[src/rtl/memctrl_host.sv]
// memctrl_host: single-beat valid/ready request -> MEMCTRL CE/CSB/WEB/OEB bus cycle initiator.
// Latency: accept at E0, ACCESS E0..E1, read data captured at E1+RD_LAT; new request every 2+R cycles.
// Backpressure: req_ready only in IDLE (requester holds req_valid); response path has no backpressure.
// Ports: CLK/RSTN (sync, active-low); req_valid/req_ready/req_we/req_addr/req_wdata request side;
//        rsp_valid/rsp_rdata read return; busy; ADDR/IDATA/CE/CSB/WEB/OEB/ODATA to MEMCTRL.
module memctrl_host #(
    parameter int RD_LAT = 1,
    parameter int GAP    = 1
) (
    input  logic        CLK,
    input  logic        RSTN,
    input  logic        req_valid,
    output logic        req_ready,
    input  logic        req_we,
    input  logic [15:0] req_addr,
    input  logic [7:0]  req_wdata,
    output logic        rsp_valid,
    output logic [7:0]  rsp_rdata,
    output logic        busy,
    output logic [15:0] ADDR,
    output logic [7:0]  IDATA,
    output logic        CE,
    output logic        CSB,
    output logic        WEB,
    output logic        OEB,
    input  logic [7:0]  ODATA
);

    localparam int RMAX = (GAP > RD_LAT) ? GAP : RD_LAT;
    localparam int CW   = $clog2(RMAX + 1);

    localparam logic [CW-1:0] R_WR   = CW'(GAP);
    localparam logic [CW-1:0] R_RD   = CW'(RMAX);
    // The recovery counter is loaded with RMAX on a read, so the edge
    // E1+RD_LAT is the one where it still holds RMAX-RD_LAT+1.
    localparam logic [CW-1:0] CAP_AT = CW'(RMAX - RD_LAT + 1);
    localparam logic [CW-1:0] ONE    = CW'(1);

    typedef enum logic [1:0] {
        IDLE,
        ACCESS,
        RECOVER
    } state_t;

    state_t        state;
    logic          we_q;
    logic [CW-1:0] cnt;

    assign req_ready = (state == IDLE) & RSTN;
    assign busy      = (state != IDLE);

    always_ff @(posedge CLK) begin
        if (!RSTN) begin
            state     <= IDLE;
            we_q      <= 1'b0;
            cnt       <= '0;
            CE        <= 1'b0;
            CSB       <= 1'b1;
            WEB       <= 1'b1;
            OEB       <= 1'b1;
            ADDR      <= '0;
            IDATA     <= '0;
            rsp_valid <= 1'b0;
            rsp_rdata <= '0;
        end else begin
            rsp_valid <= 1'b0;
            case (state)
                IDLE: begin
                    // req_ready is simply "in IDLE" here since RSTN is high.
                    if (req_valid) begin
                        state <= ACCESS;
                        we_q  <= req_we;
                        CE    <= 1'b1;
                        CSB   <= 1'b0;
                        ADDR  <= req_addr;
                        WEB   <= ~req_we;
                        OEB   <= req_we;
                        IDATA <= req_we ? req_wdata : 8'h00;
                    end
                end
                ACCESS: begin
                    state <= RECOVER;
                    CE    <= 1'b0;
                    CSB   <= 1'b1;
                    WEB   <= 1'b1;
                    OEB   <= 1'b1;
                    IDATA <= '0;
                    cnt   <= we_q ? R_WR : R_RD;
                end
                RECOVER: begin
                    // ADDR intentionally left holding the last access address.
                    if (!we_q && (cnt == CAP_AT)) begin
                        rsp_valid <= 1'b1;
                        rsp_rdata <= ODATA;
                    end
                    if (cnt == ONE) begin
                        state <= IDLE;
                    end else begin
                        cnt <= cnt - ONE;
                    end
                end
                default: state <= IDLE;
            endcase
        end
    end

endmodule
[config.mk]
export PLATFORM = sky130hd
export DESIGN_NAME = memctrl_host
export DESIGN_NICKNAME = d
export VERILOG_FILES = /design/src/rtl/memctrl_host.sv
export SDC_FILE = /design/constraint.sdc
export NUM_CORES = 1
export LEC_CHECK = 0
export ABC_CLOCK_PERIOD_IN_PS = 2500
export CORE_MARGIN = 8
export CORE_UTILIZATION = 43
export DETAILED_ROUTE_END_ITERATION = 10
export PLACE_DENSITY = 0.84
export SLEW_MARGIN = 25
export SYNTH_ARGS = -nofsm -noshare
export SYNTH_HDL_FRONTEND = slang
export SYNTH_SLANG_ARGS = --single-unit
[constraint.sdc]
create_clock -name CLK -period 2.5 [get_ports CLK]
set_clock_uncertainty 0.2 [all_clocks]
set_input_delay 0.5 -clock CLK [delete_from_list [all_inputs] [get_ports CLK]]
set_output_delay 0.5 -clock CLK [all_outputs]
set_load 0.03 [all_outputs]
# Word level (Yosys, flattened, before mapping)
# Index checks and enable logic that the tools add are counted.
word_totals:
  inputBits: 36
  output_inout_bits: 39
  reg_bits: 41
op_classes:
  n_reduce_logical: 11
  n_eq_ne: 4
  n_bitwise: 2
  n_mux: 17
  addsub: 1
ops:
  columns: ["operator", "count"]
  rows:
  - ["two-way mux 8 bit", 2]
  - ["one-hot mux 8 bit (2 select lines)", 1]
  - ["one-hot mux 1 bit (2 select lines)", 5]
  - ["AND reduction 2 bit", 5]
  - ["two-way mux 1 bit", 6]
  - ["one-hot mux 2 bit (3 select lines)", 1]
  - ["nonzero test 2 bit", 3]
  - ["two-way mux 2 bit", 2]
  - ["inequality test 2 bit, second input constant", 2]
  - ["== test 2 x 1 -> 1 bit, second input constant", 1]
  - ["== test 2 bit, second input constant", 1]
  - ["logical NOT 2 bit", 1]
  - ["bitwise AND 1 bit", 1]
  - ["logical AND 1 bit", 1]
  - ["logical NOT 1 bit", 1]
  - ["inverter 1 bit", 1]
  - ["subtractor 1 bit, second input constant", 1]

# Longest topological paths before layout
# Gate-level depths: netlist (run 1).
logic_depth:
  depth_word: 3
  mapped_depth: 7
  mapped_depth_nobuf: 5

# Worst setup path before layout (run 1)
# No wires, ideal clock.
synth_path:
  kind: "register to output"
  from: "reg state[0]"
  to: "out req_ready"
  setup_slack_ps: 513
  arrival_time_ps: 1287
  required_ps: 1800
  path_stages_with_launch: 5
  cell_sequence: "dfxtp_1 -> inv_1 -> ha_1 -> inv_1 -> nor2_1"
synth_via:
  elab_chain_cells: 2
synth_lines:
  columns: ["element", "line", "source"]
  rows:
  - ["from (decl)", "45", "state_t state;"]
  - ["from (signal assigned)", "54", "state <= IDLE;"]
  - ["from (signal assigned)", "71", "state <= ACCESS;"]
  - ["from (signal assigned)", "82", "state <= RECOVER;"]
  - ["logical NOT 2 bit", "49", "assign req_ready = (state == IDLE) & RSTN;"]
  - ["bitwise AND 1 bit", "49", null]
  - ["to (decl)", "13", "output logic req_ready,"]
# Every way passes these cells.

# Worst setup path in the final report (run 1)
layout_path:
  from: "reg state[0]"
  to: "out busy"
layout_via:
  elab_chain_cells: 1
layout_lines:
  columns: ["element", "line", "source"]
  rows:
  - ["nonzero test 2 bit", "50", "assign busy = (state != IDLE);"]
  - ["to (decl)", "19", "output logic busy,"]
# Every way passes these cells.

==> reports/results.txt, run 1 <==
initial antenna violation count: 0
postcts setup bufs: 0
vias in the first global route: 1386
Yosys warning total: 0
Achievable Freq: 433.0 MHz
min Tclk post-route: 2.310 ns
status: complete, no violations
layout cell share with drive strength beyond 1: 0.04924
most frequent cells in the layout: clkdlybuf4s50_1, nand2_1, dfxtp_1, o21ai_0, a21oi_1
CTS Root Cell: clkbuf_4
Syn Area/Cell: 8.221 µm²
Synth Cell Area: 1570 µm²
VDD IR-drop max: 0.5754 mV
crit path max fanout: 6
starting density of the core: 0.4388
DR vias/cell: 4.683
synth top area cells: dfxtp_1, nand2_1, a21oi_1
ys flop type: dfxtp_1
post-route core utilization: 0.6685
CTS tree: done
Final setup viols: 0
CTS resizes: 1
endpoint class of the critical path: primary output
core area: 3578 µm²
GRT Residual Overflow: 0
DRT Pass-1 Iters: 4
#FFs+latches synth: 41
worst path required time: 1.80 ns
cell taking the most area after synthesis: dfxtp_1
initial DRC count: 72
fin. max-slew vios: 0
final wirelength: 4110 µm
Final TNS setup: 0 ns
ant diodes: 0
leakage power: 0.9103 nW
HPWL after DPL: 3099 µm
# rows: 22
Worst Setup Path Type: reg -> out
Post-synth EDFFs: 0
CTS Sinks: 41
Slew headroom: 0.6422
first-pass GRT wire length: 6720 µm
Worst setup SP type: flop
Slew @ Worst Pin: 0.5350 ns
area grow syn2layout: 52.35%
port bufs: 74
die height: 76.43 µm
clk buf depth: 2
Final Wtd Congestion: 0.7659
Global Route Usage Sum: 0.1396
die area: 5842 µm²
Net Count, Synth: 233
commonest non-fill, non-tap cell in the layout: clkdlybuf4s50_1
CP arrival: 1.61 ns
Ports: 75
PwrDens: 874.4 nW/µm²
clk_lat worst skew: 0.34 ns
die extent in x: 76.43 µm
Synth async-reset ratio: 0
Avg WL per Cell: 13.17 µm
DRC viols: 0
total CTS buffers: 5
maximum number of pins on one net before global-route repair: 31
maxcap violations: 0
worst min path class: reg -> reg
via count: 1461
H-Tree Depth: 2
cts hold-fix bufs: 0
Seq/Total Area, Yosys: 0.5227
RSZ-0062 raised after global routing: no
final hold viol count: 0
fin nets: 306
post-synth cell types: 23
Post-Synthesis Cells: 191
ANT nets after route: 0
share of Yosys cell area claimed by the top area cell type: 0.5227
Final period util: 0.9238
Clock Pin Slew Worst Setup and Hold Paths: 0.11 ns
-- final timing paths --
kind                 start  endpoint  cells after the start  slack, ns
hold reg to reg    ADDR[8]   ADDR[8]                      2       0.26
setup / recovery  state[0]      busy                      4       0.19
setup reg to reg  state[0]       WEB                      5       0.68
hold / removal     ADDR[8]   ADDR[8]                      2       0.26
-- cell usage after synthesis, drive strengths merged (2+ instances only) --
cell / n
a21oi: 19
buf: 6
nor2: 6
clkbuf: 6
nor3: 2
o21ai: 19
inv: 5
dfxtp: 41
nand2: 55
ha: 6
nand3: 16
mux2i: 2
-- power breakdown --
group	switching (mW)	internal, mW
clock	0.195	0.133
combinational	0.559	0.367
sequential	0.0676	0.770
-- per-stage QoR --
step / setup WS, ns / instances / total power [mW] / instance area, µm² / hold slack, ns
floorplan: 0.5134 / 191 / 1.449 / 1570 / 0.2311
global placement: 0.3260 / 305 / 1.774 / 2338 / 0.2414
detailed placement: 0.2939 / 305 / 1.795 / 2338 / 0.2458
CTS: 0.1683 / 312 / 2.117 / 2392 / 0.2616
global route: 0.04536 / 312 / 2.225 / 2392 / 0.2918
finish: 0.1905 / 312 / 2.092 / 2392 / 0.2590
-- state kept, by name, indices dropped and copies added, names as in the netlist --
register,cells
ADDR,16
IDATA,8
rsp_rdata,8
state,2
CE,1
CSB,1
OEB,1
WEB,1
cnt,1
rsp_valid,1
we_q,1
-- layer usage --
layer,wire [µm],global-route usage,part of all wire,vias to the layer above
li1,-,-,-,771
met1,1795,0.1537,0.44,645
met2,2011,0.2339,0.49,37
met3,211,0.04009,0.051,8
met4,92,0.08077,0.022,0
met5,0,0,0,-
-- critical path: stages, from the launching register on --
cell,delay [ns]
dfxtp_1,0.39
inv_1,0.11
ha_1,0.27
inv_1,0.08
dlygate4sd2_1,0.41
-- area by class of cell --
| type | count | area (µm²) |
|---|---|---|
| fill | 322 | 1186 |
| timing repair buffer | 78 | 767.0 |
| inverter | 5 | 18.77 |
| multi-input combinational | 133 | 670.6 |
| clock buffer | 7 | 55.05 |
| sequential | 41 | 820.8 |
| tap | 48 | 60.06 |
-- cell families (layout without fill, tap and decap cells) --
kind of cell | Yosys count | in the layout | synth area share
AOI/OAI and AO/OA | 40 | 40 | 0.1339
DFF | 41 | 41 | 0.5227
buffers and inverters | 17 | 90 | 0.05020
muxes | 3 | 3 | 0.01992
adders and majority gates | 6 | 6 | 0.04781
and+or+nand+nor | 84 | 84 | 0.2255
No activity file was read; power rests on OpenSTA's default activity.
==> run 2, diff against run 1 <==
--- a/config.mk
+++ b/config.mk
@@ -5,12 +5,14 @@
 export SDC_FILE = /design/constraint.sdc
 export NUM_CORES = 1
 export LEC_CHECK = 0
-export ABC_CLOCK_PERIOD_IN_PS = 2500
+export ABC_CLOCK_PERIOD_IN_PS = 2800
 export CORE_MARGIN = 8
 export CORE_UTILIZATION = 43
+export CTS_BUF_LIST = sky130_fd_sc_hd__clkbuf_16
 export DETAILED_ROUTE_END_ITERATION = 10
 export PLACE_DENSITY = 0.84
 export SLEW_MARGIN = 25
 export SYNTH_ARGS = -nofsm -noshare
 export SYNTH_HDL_FRONTEND = slang
 export SYNTH_SLANG_ARGS = --single-unit
+export TNS_END_PERCENT = 20
==> constraint.sdc (replaced) <==
create_clock -name CLK -period 2.8 [get_ports CLK]
set_clock_uncertainty 0.2 [all_clocks]
set_input_delay 0.56 -clock CLK [delete_from_list [all_inputs] [get_ports CLK]]
set_output_delay 0.56 -clock CLK [all_outputs]
set_load 0.03 [all_outputs]
==> run 2 against run 1 <==
Design area increased by 2.8%; worst hold slack got worse by 0.0070 ns; via count increased by 2.1%; sequential share of layout area decreased by 0.94 points; sequential cell count unchanged; critical path type unchanged; non-clock buffer count decreased by 2; register-to-register slack improved by 0.29 ns; combinational power decreased by 12%; wire length increased by 2.2%; critical path depth unchanged; first-iteration DRC count unchanged; count of clock-buffer cells in the layout decreased by 2.
==> reports/results.txt, run 2 (synthesized netlist as in run 1, its figures left out) <==
endpoint class of the critical path: primary output
port bufs: 74 (unchanged)
Global Route Usage Sum: 0.1426 (+0.003004)
Reg with most FFs: ADDR
die area: 5842 µm² (unchanged)
worst reg2reg startpoint: state[1]
initial antenna violation count: 0 (unchanged)
most frequent cells in the layout: clkdlybuf4s50_1, nand2_1, dfxtp_1, o21ai_0, a21oi_1
Final setup viols: 0 (unchanged)
initial DRC count: 72 (unchanged)
Worst Setup SP: state[0]
flip-flop count of the largest register after layout: 16 (unchanged)
hold path startpoint: ADDR[12]
cell family with most CP delay: buffers and inverters
CTS tree: done
Slew @ Worst Pin: 0.6109 ns (+0.07588 ns)
clk_lat worst skew: 0.28 ns (-0.06 ns)
worst path required time: 2.04 ns (+0.24 ns)
DRT Pass-1 Iters: 4 (unchanged)
most frequent CP cell: inv_1
Achievable Freq: 390.6 MHz
ant diodes: 0 (unchanged)
DRC viols: 0 (unchanged)
PwrDens: 854.1 nW/µm² (-2.3%)
fin. max-slew vios: 0 (unchanged)
layout cell share with drive strength beyond 1: 0.04198 (-0.007258)
H-Tree Depth: 2 (unchanged)
Avg WL per Cell: 13.55 µm (+2.8%)
fin nets: 304 (-0.65%)
HPWL after DPL: 3127 µm (+0.93%)
final wirelength: 4199 µm (+2.2%)
Ports: 75 (unchanged)
Largest regs: ADDR: 16 flops, IDATA: 8 flops, rsp_rdata: 8 flops
total CTS buffers: 5 (unchanged)
Worst setup SP type: flop
Slowest-stage cell, CP: clkdlybuf4s50_1
CP arrival: 1.80 ns (+0.19 ns)
postcts setup bufs: 0 (unchanged)
die height: 76.43 µm (unchanged)
starting density of the core: 0.4388 (unchanged)
setup ws final: 0.2400 ns (+0.04954 ns)
critical path buffer and inverter count: 3 (unchanged)
vias in the first global route: 1427 (+3.0%)
crit-path max cell delay: 0.69 ns (+0.28 ns)
leakage power: 0.9301 nW (+2.2%)
commonest non-fill, non-tap cell in the layout: clkdlybuf4s50_1
cts hold-fix bufs: 0 (unchanged)
ANT nets after route: 0 (unchanged)
DR vias/cell: 4.810 (+2.7%)
maximum number of pins on one net before global-route repair: 32 (+3.2%)
Slew headroom: 0.5917 (-0.05050)
Final period util: 0.9143
clk buf depth: 2 (unchanged)
via count: 1491 (+2.1%)
Worst Setup Path Type: reg -> out
final hold viol count: 0 (unchanged)
GRT Residual Overflow: 0 (unchanged)
CTS Sinks: 41 (unchanged)
CP Cell Sequence: inv_1, ha_1, inv_1, clkdlybuf4s50_1
# rows: 22 (unchanged)
die extent in x: 76.43 µm (unchanged)
worst min path class: reg -> reg
maxcap violations: 0 (unchanged)
area grow syn2layout: 56.65%
min Tclk post-route: 2.560 ns
CTS Root Cell: clkbuf_16
Clock Pin Slew Worst Setup and Hold Paths: 0.05 ns (-0.06 ns)
first-pass GRT wire length: 6837 µm (+1.7%)
status: complete, no violations
Place WS: 0.5132 ns (+0.2193 ns)
VDD IR-drop max: 0.7806 mV (+36%)
CTS resizes: 0 (-1)
Final TNS setup: 0 ns (unchanged)
Final Wtd Congestion: 0.7706 (+0.61%)
crit path max fanout: 6 (unchanged)
RSZ-0062 raised after global routing: no
core area: 3578 µm² (unchanged)
[run 2: cell count changes in the layout (fill, tap and decap cells not counted)]
cell	delta
buf_4	-2
clkbuf_1	-1
clkbuf_16	+5
clkbuf_4	-5
clkbuf_8	-1
clkdlybuf4s50_1	+1
clkinv_1	+1
clkinvlp_4	+1
dlygate4sd2_1	-1
[run 2: power by group]
group | internal, mW | switching [mW]
Combinational | 0.322 | 0.496
Clock | 0.321 | 0.210
Sequential | 0.689 | 0.0621
[run 2: metrics by stage]
step	instance area, µm²	hold WS [ns]	std cells	total power [mW]	utilization
after floorplan	1570	0.2311	191	1.294	-
after global placement	2323	0.2390	303	1.567	0.6493
after detailed placement	2323	0.2466	303	1.591	0.6493
after CTS	2460	0.2543	310	2.122	0.6874
after global routing	2460	0.2711	310	2.220	0.6874
final	2460	0.2521	310	2.101	0.6874
[run 2: worst min-delay path: cells and delay by family, from the launching register on]
kind             cells  cell delay, ns
AO/OA/AOI/OAI        1            0.05
AND/OR/NAND/NOR      1            0.05
flip-flops           1            0.30
[run 2: metal layers]
metal,share of wire,vias to the layer above,GRT usage
met2,0.51,49,0.2502
met5,0,-,0
met4,0.013,0,0.06346
met3,0.057,4,0.05307
li1,-,766,-
met1,0.42,672,0.1477
[run 2: area by class of cell]
class	instances	area [µm²]
fill	307	1119
tap	48	60.06
multi-input combinational	133	670.6
sequential	41	820.8
clock buffer	5	125.1
timing repair buffer	76	753.2
inverter	5	18.77
clock inverter	2	11.26
[run 2: path summary, 6_finish.rpt]
path | end | slack [ns] | cells after the start
min | ADDR[12] | 0.25 | 2
max reg2reg | ADDR[15] | 0.97 | 5
min reg2reg | ADDR[12] | 0.25 | 2
max | busy | 0.24 | 4
